<file path="config.mk">
export PLATFORM = sky130hd
export DESIGN_NAME = bcd_converter
export DESIGN_NICKNAME = d
export VERILOG_FILES = /design/src/rtl/bcd_converter.sv
export SDC_FILE = /design/constraint.sdc
export NUM_CORES = 1
export LEC_CHECK = 0
export BUFFER_PORTS_ARGS = -buffer_cell sky130_fd_sc_hd__buf_2
export CAP_MARGIN = 20
export CORE_MARGIN = 2
export CORE_UTILIZATION = 56
export CTS_BUF_LIST = sky130_fd_sc_hd__clkbuf_16
export DETAILED_ROUTE_END_ITERATION = 7
export GPL_TIMING_DRIVEN = 0
export PLACE_DENSITY = 0.78
export SYNTH_ARGS = -nofsm -noshare
export SYNTH_HDL_FRONTEND = slang
export SYNTH_SLANG_ARGS = --single-unit
export TNS_END_PERCENT = 10
</file>
<file path="constraint.sdc">
create_clock -name sys_clk -period 1.7 [get_ports sys_clk]
set_input_delay 0.34 -clock sys_clk [delete_from_list [all_inputs] [get_ports sys_clk]]
set_output_delay 0.34 -clock sys_clk [all_outputs]
set_load 0.005 [all_outputs]
</file>
<file path="src/rtl/bcd_converter.sv">
// bcd_converter: sequential binary-to-BCD converter (shift-and-add-3).
// One shift per sys_clk edge; WIDTH shifts per conversion, then a LOAD
// cycle that publishes the digits, the sign flag and a leading-zero mask
// for the 7-segment digit mux.
module bcd_converter #(
  parameter int WIDTH  = 8,
  parameter int DIGITS = 3
) (
  input  logic                  sys_clk,
  input  logic                  rst,
  input  logic                  start,
  input  logic                  signed_mode,
  input  logic [WIDTH-1:0]      value,
  output logic                  busy,
  output logic                  done,
  output logic [4*DIGITS-1:0]   bcd,
  output logic                  negative,
  output logic [DIGITS-1:0]     blank
);

  localparam int CW = $clog2(WIDTH + 1);
  // Leading-zero mask of an all-zero result: every digit but the ones blanked.
  localparam logic [DIGITS-1:0] BLANK_RST = ~DIGITS'(1);

  // Constant helper for the range check below.
  function automatic longint unsigned pow10(input int n);
    longint unsigned p;
    p = 1;
    for (int i = 0; i < n; i++) p = p * 10;
    return p;
  endfunction

  // DIGITS must be able to hold every magnitude a WIDTH-bit operand can produce.
  generate
    if (pow10(DIGITS) <= (64'd1 << WIDTH)) begin : g_range_err
      $error("bcd_converter: DIGITS too small for WIDTH (need 10**DIGITS > 2**WIDTH)");
    end
  endgenerate

  typedef enum logic [1:0] {
    IDLE  = 2'd0,
    SHIFT = 2'd1,
    LOAD  = 2'd2
  } state_t;

  state_t              state, state_next;
  logic                sign;
  logic [WIDTH-1:0]    mag;
  logic [4*DIGITS-1:0] scratch;
  logic [4*DIGITS-1:0] adjusted;
  logic [DIGITS-1:0]   blank_next;
  logic [CW-1:0]       count;
  logic                accept;

  assign accept = (state == IDLE) && start;
  assign busy   = (state != IDLE);

  // State register.
  always_ff @(posedge sys_clk or posedge rst) begin
    // NOTE: non-blocking assignments for every register so all flops update
    // from pre-edge values, independent of statement order.
    if (rst) state <= IDLE;
    else     state <= state_next;
  end

  // Next-state decode.
  always_comb begin
    // NOTE: default first so every path assigns state_next -> no latch.
    state_next = state;
    unique case (state)
      IDLE:    if (start) state_next = SHIFT;
      SHIFT:   if (count == CW'(WIDTH - 1)) state_next = LOAD;
      LOAD:    state_next = IDLE;
      default: state_next = IDLE;
    endcase
  end

  // Add-3 correction: every nibble judged on its pre-adjust value, in parallel.
  always_comb begin
    adjusted = scratch;
    for (int i = 0; i < DIGITS; i++) begin
      if (scratch[4*i +: 4] >= 4'd5) adjusted[4*i +: 4] = scratch[4*i +: 4] + 4'd3;
    end
  end

  // Leading-zero mask: digit i blanks when it and every digit above it are zero.
  always_comb begin
    blank_next = '0;
    for (int i = 1; i < DIGITS; i++) begin
      blank_next[i] = ~|(scratch >> (4 * i));
    end
  end

  // Conversion datapath and result registers.
  always_ff @(posedge sys_clk or posedge rst) begin
    if (rst) begin
      sign     <= 1'b0;
      mag      <= '0;
      scratch  <= '0;
      count    <= '0;
      bcd      <= '0;
      negative <= 1'b0;
      blank    <= BLANK_RST;
      done     <= 1'b0;
    end else begin
      done <= (state == LOAD);
      unique case (state)
        IDLE: begin
          if (accept) begin
            sign    <= signed_mode & value[WIDTH-1];
            // Two's-complement negate is WIDTH bits wide: the most negative
            // input maps to itself, which read unsigned is its magnitude.
            mag     <= (signed_mode & value[WIDTH-1]) ? WIDTH'(~value + 1'b1) : value;
            scratch <= '0;
            count   <= '0;
          end
        end
        SHIFT: begin
          {scratch, mag} <= {adjusted, mag} << 1;
          count          <= count + 1'b1;
        end
        LOAD: begin
          bcd      <= scratch;
          negative <= sign;
          blank    <= blank_next;
        end
        default: ;
      endcase
    end
  end

endmodule

</file>
== Word-level counts from Yosys, hierarchy flattened ==
Index checks and enable logic that the tools add are counted.
W data, S select, Z words.

* Output and inout bits: 18
* Bits in registers: 43

* $add $sub $neg: 5
* Bitwise operators: 2
* Equality and inequality tests: 6
* Order comparisons: 3
* Mux-type cells: 13
* Reductions and logical operators: 11

{| class="wikitable"
|+ Operator list
! cell !! count
|-
| $pmux W12 S2 || 1
|-
| $mux W8 || 2
|-
| $pmux W8 S2 || 1
|-
| $ge A4 B3 Y1 const B || 3
|-
| $mux W12 || 1
|-
| $mux W4 || 3
|-
| $add A4 B2 Y4 const B || 2
|-
| $add A8 B1 Y8 const B || 1
|-
| $not A8 Y8 || 1
|-
| $pmux W4 S2 || 1
|-
| $reduce_or A8 Y1 || 1
|-
| $ne A2 B2 Y1 const B || 3
|-
| $reduce_and A2 Y1 || 3
|-
| $add A4 B1 Y4 const B || 1
|-
| $eq A4 B3 Y1 const B || 1
|-
| $mux W2 || 2
|-
| $pmux W2 S2 || 1
|-
| $reduce_bool A2 Y1 || 2
|-
| $reduce_or A4 Y1 || 1
|-
| $add A3 B2 Y3 const B || 1
|-
| $mux W3 || 1
|-
| $eq A2 B1 Y1 const B || 1
|-
| $eq A2 B2 Y1 const B || 1
|-
| $logic_not A1 Y1 || 2
|-
| 3 further kinds || 3
|}

== Longest topological paths before layout ==
Gate-level depths: netlist (run 1).

* Depth after elaboration: 5
* Mapped depth: 6
* Mapped depth without buffers: 6

== Worst setup path before layout (run 1) ==
OpenSTA, ideal clock, no wires.

* Path type: reg2reg
* Start: register scratch[0]
* End: register scratch[2]
* Arrival: 1434 ps
* Setup time: 83 ps
* Clock period less this slack: 1516 ps
* Path buffers: 0
* Slack: 184 ps
* Data required time: 1617 ps
* Cell stages (with the launch flop): 7
* Cells stage by stage: dfrtp_1 > inv_1 > ha_1 > nand2b_1 > a21oi_1 > mux2_2 > o21ai_0

* Longest elaborated chain between the ends: 3
* Elaborated cells on any way between the ends: 4
* Classes of those cells: add/sub: 1; order compare: 1; mux: 2

{| class="wikitable"
|+ RTL lines
! element !! line !! source
|-
| start: declaration || 49 || <nowiki>logic [4*DIGITS-1:0] scratch;</nowiki>
|-
| start signal: assignment || 119 || <nowiki>{scratch, mag} <= {adjusted, mag} << 1;</nowiki>
|-
| $add A4 B2 Y4 / $ge A4 B3 Y1 (equally long branches) || 82 || <nowiki>if (scratch[4*i +: 4] >= 4'd5) adjusted[4*i +: 4] = scratch[4*i +: 4] + 4'd3;</nowiki>
|-
| $mux W4 * || 82 ||
|-
| $pmux W12 S2 * || 107 || <nowiki>unique case (state)</nowiki>
|}

Every way passes the cells marked *; elsewhere a longest branch is shown, timed or not.
A chain may end at the register's enable or synchronous reset.

== Final worst setup path (run 1) ==
* Start: register scratch[1]
* End: register scratch[2]

Same word-level chain as after synthesis.

==> results of run 1 <==
==> layout make-up <==
type | instances | share of cell area [%]
repair buffers | 29 | 6.10
plain buffers | 8 | 1.60
well taps | 46 | 2.38
clock buffers | 5 | 5.17
flip-flops and latches | 43 | 44.5
clock inverters | 2 | 1.39
multi-input cells | 144 | 36.8
inverters | 13 | 2.01
==> state kept, by name (all words and copies together), names as in the netlist, 2 cells and up <==
signal   count
bcd         12
scratch     12
mag          8
count        4
blank        2
state        2
==> metal layers <==
layer  wire length [microns]  track usage [%]
met1                    1790             26.7
met2                    1930             37.9
met5                       0                0
met4                      59             7.98
met3                     156             4.69
==> Yosys cell counts, drive strengths merged (3+ instances only) <==
library cell  instances  share of area [%]
a21oi                 6                1.5
a22oi                 5                1.8
a31oi                 3               0.92
a32o                  4                2.0
buf                   5                1.3
clkbuf                3               0.55
dfrtp                41                 50
ha                    9                5.5
inv                  12                2.2
mux2i                 3                1.5
nand2                44                8.1
nand2b                4                1.2
nor2                  8                1.6
nor3                  4               0.98
o21ai                19                4.6
o22ai                 4                1.2
o31ai                 4                1.5
xnor2                 8                3.4
==> cell families after synthesis <==
kind of cell / after synthesis / share of synthesized area (%)
DFF: 43 / 52.7
AOI/OAI and AO/OA: 51 / 16.4
and+or+nand+nor: 69 / 14.7
xor gates and xnor gates: 10 / 4.28
muxes: 4 / 2.02
other: 1 / 0.183
buffers and inverters: 21 / 4.28
adders and majority gates: 9 / 5.50
==> final timing paths <==
path | from | end | slack (ns) | depth (start not counted)
setup / recovery | scratch[1]$_DFFE_PP0P_ | scratch[2]$_DFFE_PP0P_ | 0.1 | 6
hold / removal | rst | scratch[3]$_DFFE_PP0P_ | 0.25 | 2
setup reg to reg | scratch[1]$_DFFE_PP0P_ | scratch[2]$_DFFE_PP0P_ | 0.1 | 6
hold reg to reg | blank[2]$_DFFE_PP1P_ | blank[2]$_DFFE_PP1P_ | 0.46 | 2
max in group asynchronous | rst | count[1]$_DFFE_PP0P_ | 0.91 | 2
min in group sys_clk | value[7] | mag[7]$_DFFE_PP0P_ | 0.29 | 3
==> power groups by stage <==
stage,sequential (mW),combinational (mW),clock (mW)
6_report,1.74,1.65,1.03
5_1_grt,1.79,1.89,1.10
4_1_cts,1.73,1.62,1.05
3_5_place_dp,1.74,1.60,0
3_3_place_gp,1.72,1.54,0
2_1_floorplan,1.70,1.16,0
==> through the flow <==
step	hold WS, ns	setup TNS, ns	power [mW]	cells	utilization [%]
floorplan	0.439	0	2.85	208	-
global placement	0.448	-7.00	3.26	282	65.8
detailed placement	0.447	-0.0394	3.34	282	65.8
CTS	0.266	0	4.40	289	70.5
global route	0.318	0	4.78	290	70.9
finish	0.247	0	4.42	290	70.9
==> worst max-delay path: stages, from the launching register on <==
cell	delay (ns)
dfrtp_1	0.37
inv_1	0.14
ha_2	0.23
nand2b_1	0.07
a21oi_2	0.20
mux2_2	0.35
o21ai_0	0.16
==> timing repair <==
action	4_1_cts	5_1_grt
setup buffers	0	1
endpoints found under the hold margin	0	0
gates resized for setup	1	3
endpoints found under the setup margin	1	2
pin swaps	0	1
==> implementation parameters, run 1 <==
Parameter                              Value

Die
  Count of pins on the block boundary    30
  Core region area    3420 sq um
  Die height    64.5 microns
  Initial core utilization    60.0%
  Die area    4160 sq um
  DIE WIDTH    64.5 microns
  Standard-cell row count    21

Timing
  Setup clock skew after layout    0.00503 ns
  Setup violations, final    0
  Total count of hold-check failures in the final report    0
  Setup repair after global routing missed its margin    no
  Slew headroom    42.0%
  Final max-slew violation count    0
  FMAX    624 MHz
  Worst Tran Pin Value    0.869 ns
  Minimum clock period after layout    1.60 ns
  Final critical-path share of the clock period    94.3%
  Worst Setup Slack, final    0.0968 ns

Power and ir drop
  Internal Dissipation    2.87 mW
  Combinational fraction of design power    37.4%
  Cell leakage power    1.20 nW
  Max rail drop VDD    967 uV
  Switching power share of the total    34.9%
  Power per cell area    1820 nW/um^2
  Switching power of the nets    1.54 mW
  Sequential fraction of design power    39.3%
  Part of the total power dissipated in the clock network    23.2%

Worst setup path
  Worst Path Max Fanout    5
  Sort of element at the start of the critical path    flip-flop
  Crit path arrival time    1.80 ns
  Kind of critical path    flip-flop to flip-flop
  Worst setup EP type    flip-flop
  Required time of the critical path    1.89 ns

Run status
  Outcome    finished clean

Synthesis
  Async SR Flop Fraction    100%
  Count of cell types in the netlist    36
  Average size of a mapped cell    9.85 sq um
  Top flip-flop cell by instance count after synthesis    dfrtp_1
  Cell count after synthesis    208
  Synth warnings    0
  Number of synthesized register bits    43
  Cell area after synthesis    2050 sq um
  Nets in the synthesized netlist    229
  Share of the yosys chip area belonging to registers    52.7%
  Post-synth EDFFs    0

Min path
  Path class of the lowest-slack min-delay path    input port to asynchronous set/reset pin

Finish
  Commonest cells after routing, fill and taps aside    nand2_1 (44), dfrtp_1 (41), buf_2 (32)
  Commonest non-fill, non-tap cell in the layout    nand2_1
  Sequential standard cell area    1080 sq um
  Share of final-layout standard cells stronger than drive strength 1    20.9%
  ANT cells    0
  P&R area growth vs syn    18.3%
  Net total in the final layout    265
  Post-Layout Inst Area    2420 sq um
  Total area of multi-input combinational cells    892 sq um
  Number of fill cells    266

GRT
  Initial antenna violation count    0
  First-pass GRT wire length    6910 microns
  Overall global routing resource usage    21.8%
  Aggregate global routing overflow    0
  Via count of the first global-routing pass    1550
  Maximum number of pins on one net before global-route repair    44

Clock network
  Number of buffers created by CTS    5
  Clock-pin slew of the registers on the worst-case setup and hold paths    0.06 ns
  Clock tree from TritonCTS    yes
  Worst skew pair latency    0.28 ns
  H-tree lvl count    2
  Hold Buf Count CTS    0
  Clock root buffer    clkbuf_16
  Number of buffers between clock root and the deepest sink    2
  CTS Sinks    43

Placed design
  Detailed-placement wirelength estimate    2800 microns
  Worst Setup Slack post-DPL    -0.0394 ns
  Post-Place Cell Area    2250 sq um
  Buffers added on ports    28
  Routability congestion estimate    0.759

Job
  Number of max-capacitance violations reported    0

Drt
  Detailed-route via count    1563
  Number of vias per cell after detailed routing    5.39
  Final Routed Wirelength    3940 microns
  Total DRC errors in the routed layout    0
  First-pass DRT Iterations    4
  Drt first-iter violations    113
  Antenna violation net count after detailed routing    0
  Average wire length per cell after detail routing    13.6 microns
(Power assumes the default switching activity.)
==> run 2: changes to the inputs <==
--- a/config.mk
+++ b/config.mk
@@ -5,6 +5,7 @@
 export SDC_FILE = /design/constraint.sdc
 export NUM_CORES = 1
 export LEC_CHECK = 0
+export ABC_AREA = 1
 export BUFFER_PORTS_ARGS = -buffer_cell sky130_fd_sc_hd__buf_2
 export CAP_MARGIN = 20
 export CORE_MARGIN = 2
==> run 2 against run 1 <==
- clock-buffer cell count did not move
- cell area grew 3.3%
- register-to-register slack better by 0.13 ns
- global-route usage grew 2.0 points
- area after synthesis increased by 5.7%
- utilization decreased by 3.1 points
- largest power group is now combinational logic
==> implementation parameters, run 2 <==
Parameter                              Value

Drt
  Detailed-route via count    1819
  Total DRC errors in the routed layout    0
  Average wire length per cell after detail routing    12.7 microns
  Number of vias per cell after detailed routing    5.33
  Final Routed Wirelength    4320 microns
  First-pass DRT Iterations    4
  Antenna violation net count after detailed routing    0
  Drt first-iter violations    125

Finish
  Sequential standard cell area    1080 sq um
  Top flop regs    bcd: 12 flops, scratch: 12 flops, mag: 8 flops
  Net total in the final layout    313
  Number of fill cells    319
  Share of final-layout standard cells stronger than drive strength 1    17.7%
  Commonest cells after routing, fill and taps aside    nand2_1 (70), dfrtp_1 (41), inv_1 (30)
  P&R area growth vs syn    15.5%
  Post-Layout Inst Area    2500 sq um
  Cell Count, Final, Fillers Out    341
  Total area of multi-input combinational cells    906 sq um
  Commonest non-fill, non-tap cell in the layout    nand2_1
  ANT cells    0

Die
  Initial core utilization    58.7%
  DIE WIDTH    66.2 microns
  Die height    66.2 microns
  Count of pins on the block boundary    30
  Core region area    3690 sq um
  Standard-cell row count    22
  Die area    4380 sq um

Synthesis
  Leading cell types by total area after synthesis    dfrtp_1 (47%), nand2_1 (12%), ha_1 (5.2%)
  Post-synth EDFFs    0
  Average size of a mapped cell    8.42 sq um
  Async SR Flop Fraction    100%
  Most frequently used cell type in the post-synthesis netlist    nand2_1
  Count of cell types in the netlist    27
  Cell area after synthesis    2160 sq um
  Share of the yosys chip area belonging to registers    49.8%
  Synth warnings    0
  Number of synthesized register bits    43
  Area fraction of the dominant cell type after synthesis    47.4%
  Top flip-flop cell by instance count after synthesis    dfrtp_1
  Post-synth top area cell    dfrtp_1
  Nets in the synthesized netlist    278
  Cell count after synthesis    257
  Cell types with the highest counts after synthesis    nand2_1 (70), dfrtp_1 (41), inv_1 (28), nand3_1 (22), o21ai_0 (20)

Timing
  Minimum clock period after layout    1.47 ns
  FMAX    680 MHz
  Setup violations, final    0
  Setup clock skew after layout    0.00431 ns
  Worst Tran Pin Value    0.856 ns
  Total count of hold-check failures in the final report    0
  Setup repair after global routing missed its margin    no
  Final max-slew violation count    0
  Final critical-path share of the clock period    86.6%
  Slew headroom    42.9%

Worst setup path
  Worst path slowest cell    dfrtp_1
  Worst Path Max Fanout    5
  Worst setup EP type    flip-flop
  Sequence of cells on the critical path    inv_1 -> ha_1 -> inv_1 -> o21ai_0 -> nand3_1 -> nand3_1 -> o21ai_0
  Crit path arrival time    1.63 ns
  Buf+Inv Stages, Crit Path    2
  Maximum single-stage delay on the critical path    0.41 ns
  Kind of critical path    flip-flop to flip-flop
  Cell family contributing the most delay on the critical path    flip-flops
  Sort of element at the start of the critical path    flip-flop
  Required time of the critical path    1.86 ns

Placed design
  Post-Place Cell Area    2360 sq um
  Routability congestion estimate    0.825
  Buffers added on ports    28
  Number of instances in the placed design    333
  Detailed-placement wirelength estimate    3110 microns

Power and ir drop
  Power per cell area    1760 nW/um^2
  Cell leakage power    1.30 nW
  Max rail drop VDD    881 uV

Clock network
  Hold Buf Count CTS    0
  Clock tree from TritonCTS    yes
  Number of buffers between clock root and the deepest sink    2
  Post-CTS setup buffer count    0
  Clock-pin slew of the registers on the worst-case setup and hold paths    0.06 ns
  Worst skew pair latency    0.28 ns
  Clock root buffer    clkbuf_16
  CTS Sinks    43
  Number of buffers created by CTS    5
  Post-cts sizing count    0
  H-tree lvl count    2

GRT
  First-pass GRT wire length    7770 microns
  Initial antenna violation count    0
  Aggregate global routing overflow    0
  Overall global routing resource usage    23.7%
  Via count of the first global-routing pass    1755
  Maximum number of pins on one net before global-route repair    44

Run status
  Outcome    finished clean

Job
  Number of max-capacitance violations reported    0

Min path
  Path class of the lowest-slack min-delay path    input port to asynchronous set/reset pin
## run 2: logic make-up after synthesis
family,share of synthesized area [%]
and+or+nand+nor,22.4
other,0.173
buffers and inverters,8.32
xor gates and xnor gates,0.405
AOI/OAI and AO/OA,13.6
DFF,49.8
adders and majority gates,5.20
## run 2: power by group
group / internal [mW] / total [mW] / switching (mW)
clock network: 0.528 / 0.894 / 0.366
logic: 0.713 / 1.77 / 1.05
registers: 1.45 / 1.74 / 0.294
## run 2: per-stage QoR
stage	hold WS, ns	util (%)	setup slack [ns]	TNS (ns)	power, mW
after global routing	0.336	67.8	0.0318	0	4.82
after floorplan	0.449	-	0.361	0	2.99
after detailed placement	0.456	64.1	0.254	0	3.52
after CTS	0.278	67.8	0.226	0	4.43
after global placement	0.452	64.1	-0.152	-6.18	3.41
final	0.231	67.8	0.228	0	4.40
## run 2: final timing paths
path                                         from  cells after the start                     end  slack, ns
max reg2reg                scratch[4]$_DFFE_PP0P_                      7  scratch[5]$_DFFE_PP0P_       0.23
max                        scratch[4]$_DFFE_PP0P_                      7  scratch[5]$_DFFE_PP0P_       0.23
max in group asynchronous                     rst                      2      bcd[8]$_DFFE_PP0P_       0.93
min reg2reg                  blank[2]$_DFFE_PP1P_                      2    blank[2]$_DFFE_PP1P_       0.46
min in group sys_clk                  signed_mode                      4      mag[7]$_DFFE_PP0P_       0.36
min                                           rst                      2  scratch[5]$_DFFE_PP0P_       0.23
## run 2: final cells by class
class	count	share of cell area (%)
flip-flops and latches	43	43.1
multi-input cells	176	36.2
repair buffers	28	5.60
clock buffers	5	5.00
inverters	32	4.80
plain buffers	6	2.40
well taps	48	2.40
clock inverters	3	0.450
## run 2: layer usage
layer  track usage (%)  share of wire (%)
met1              28.5                 44
met2              41.0                 49
met3              5.62                4.7
met4              9.18                2.2
met5                 0                  0
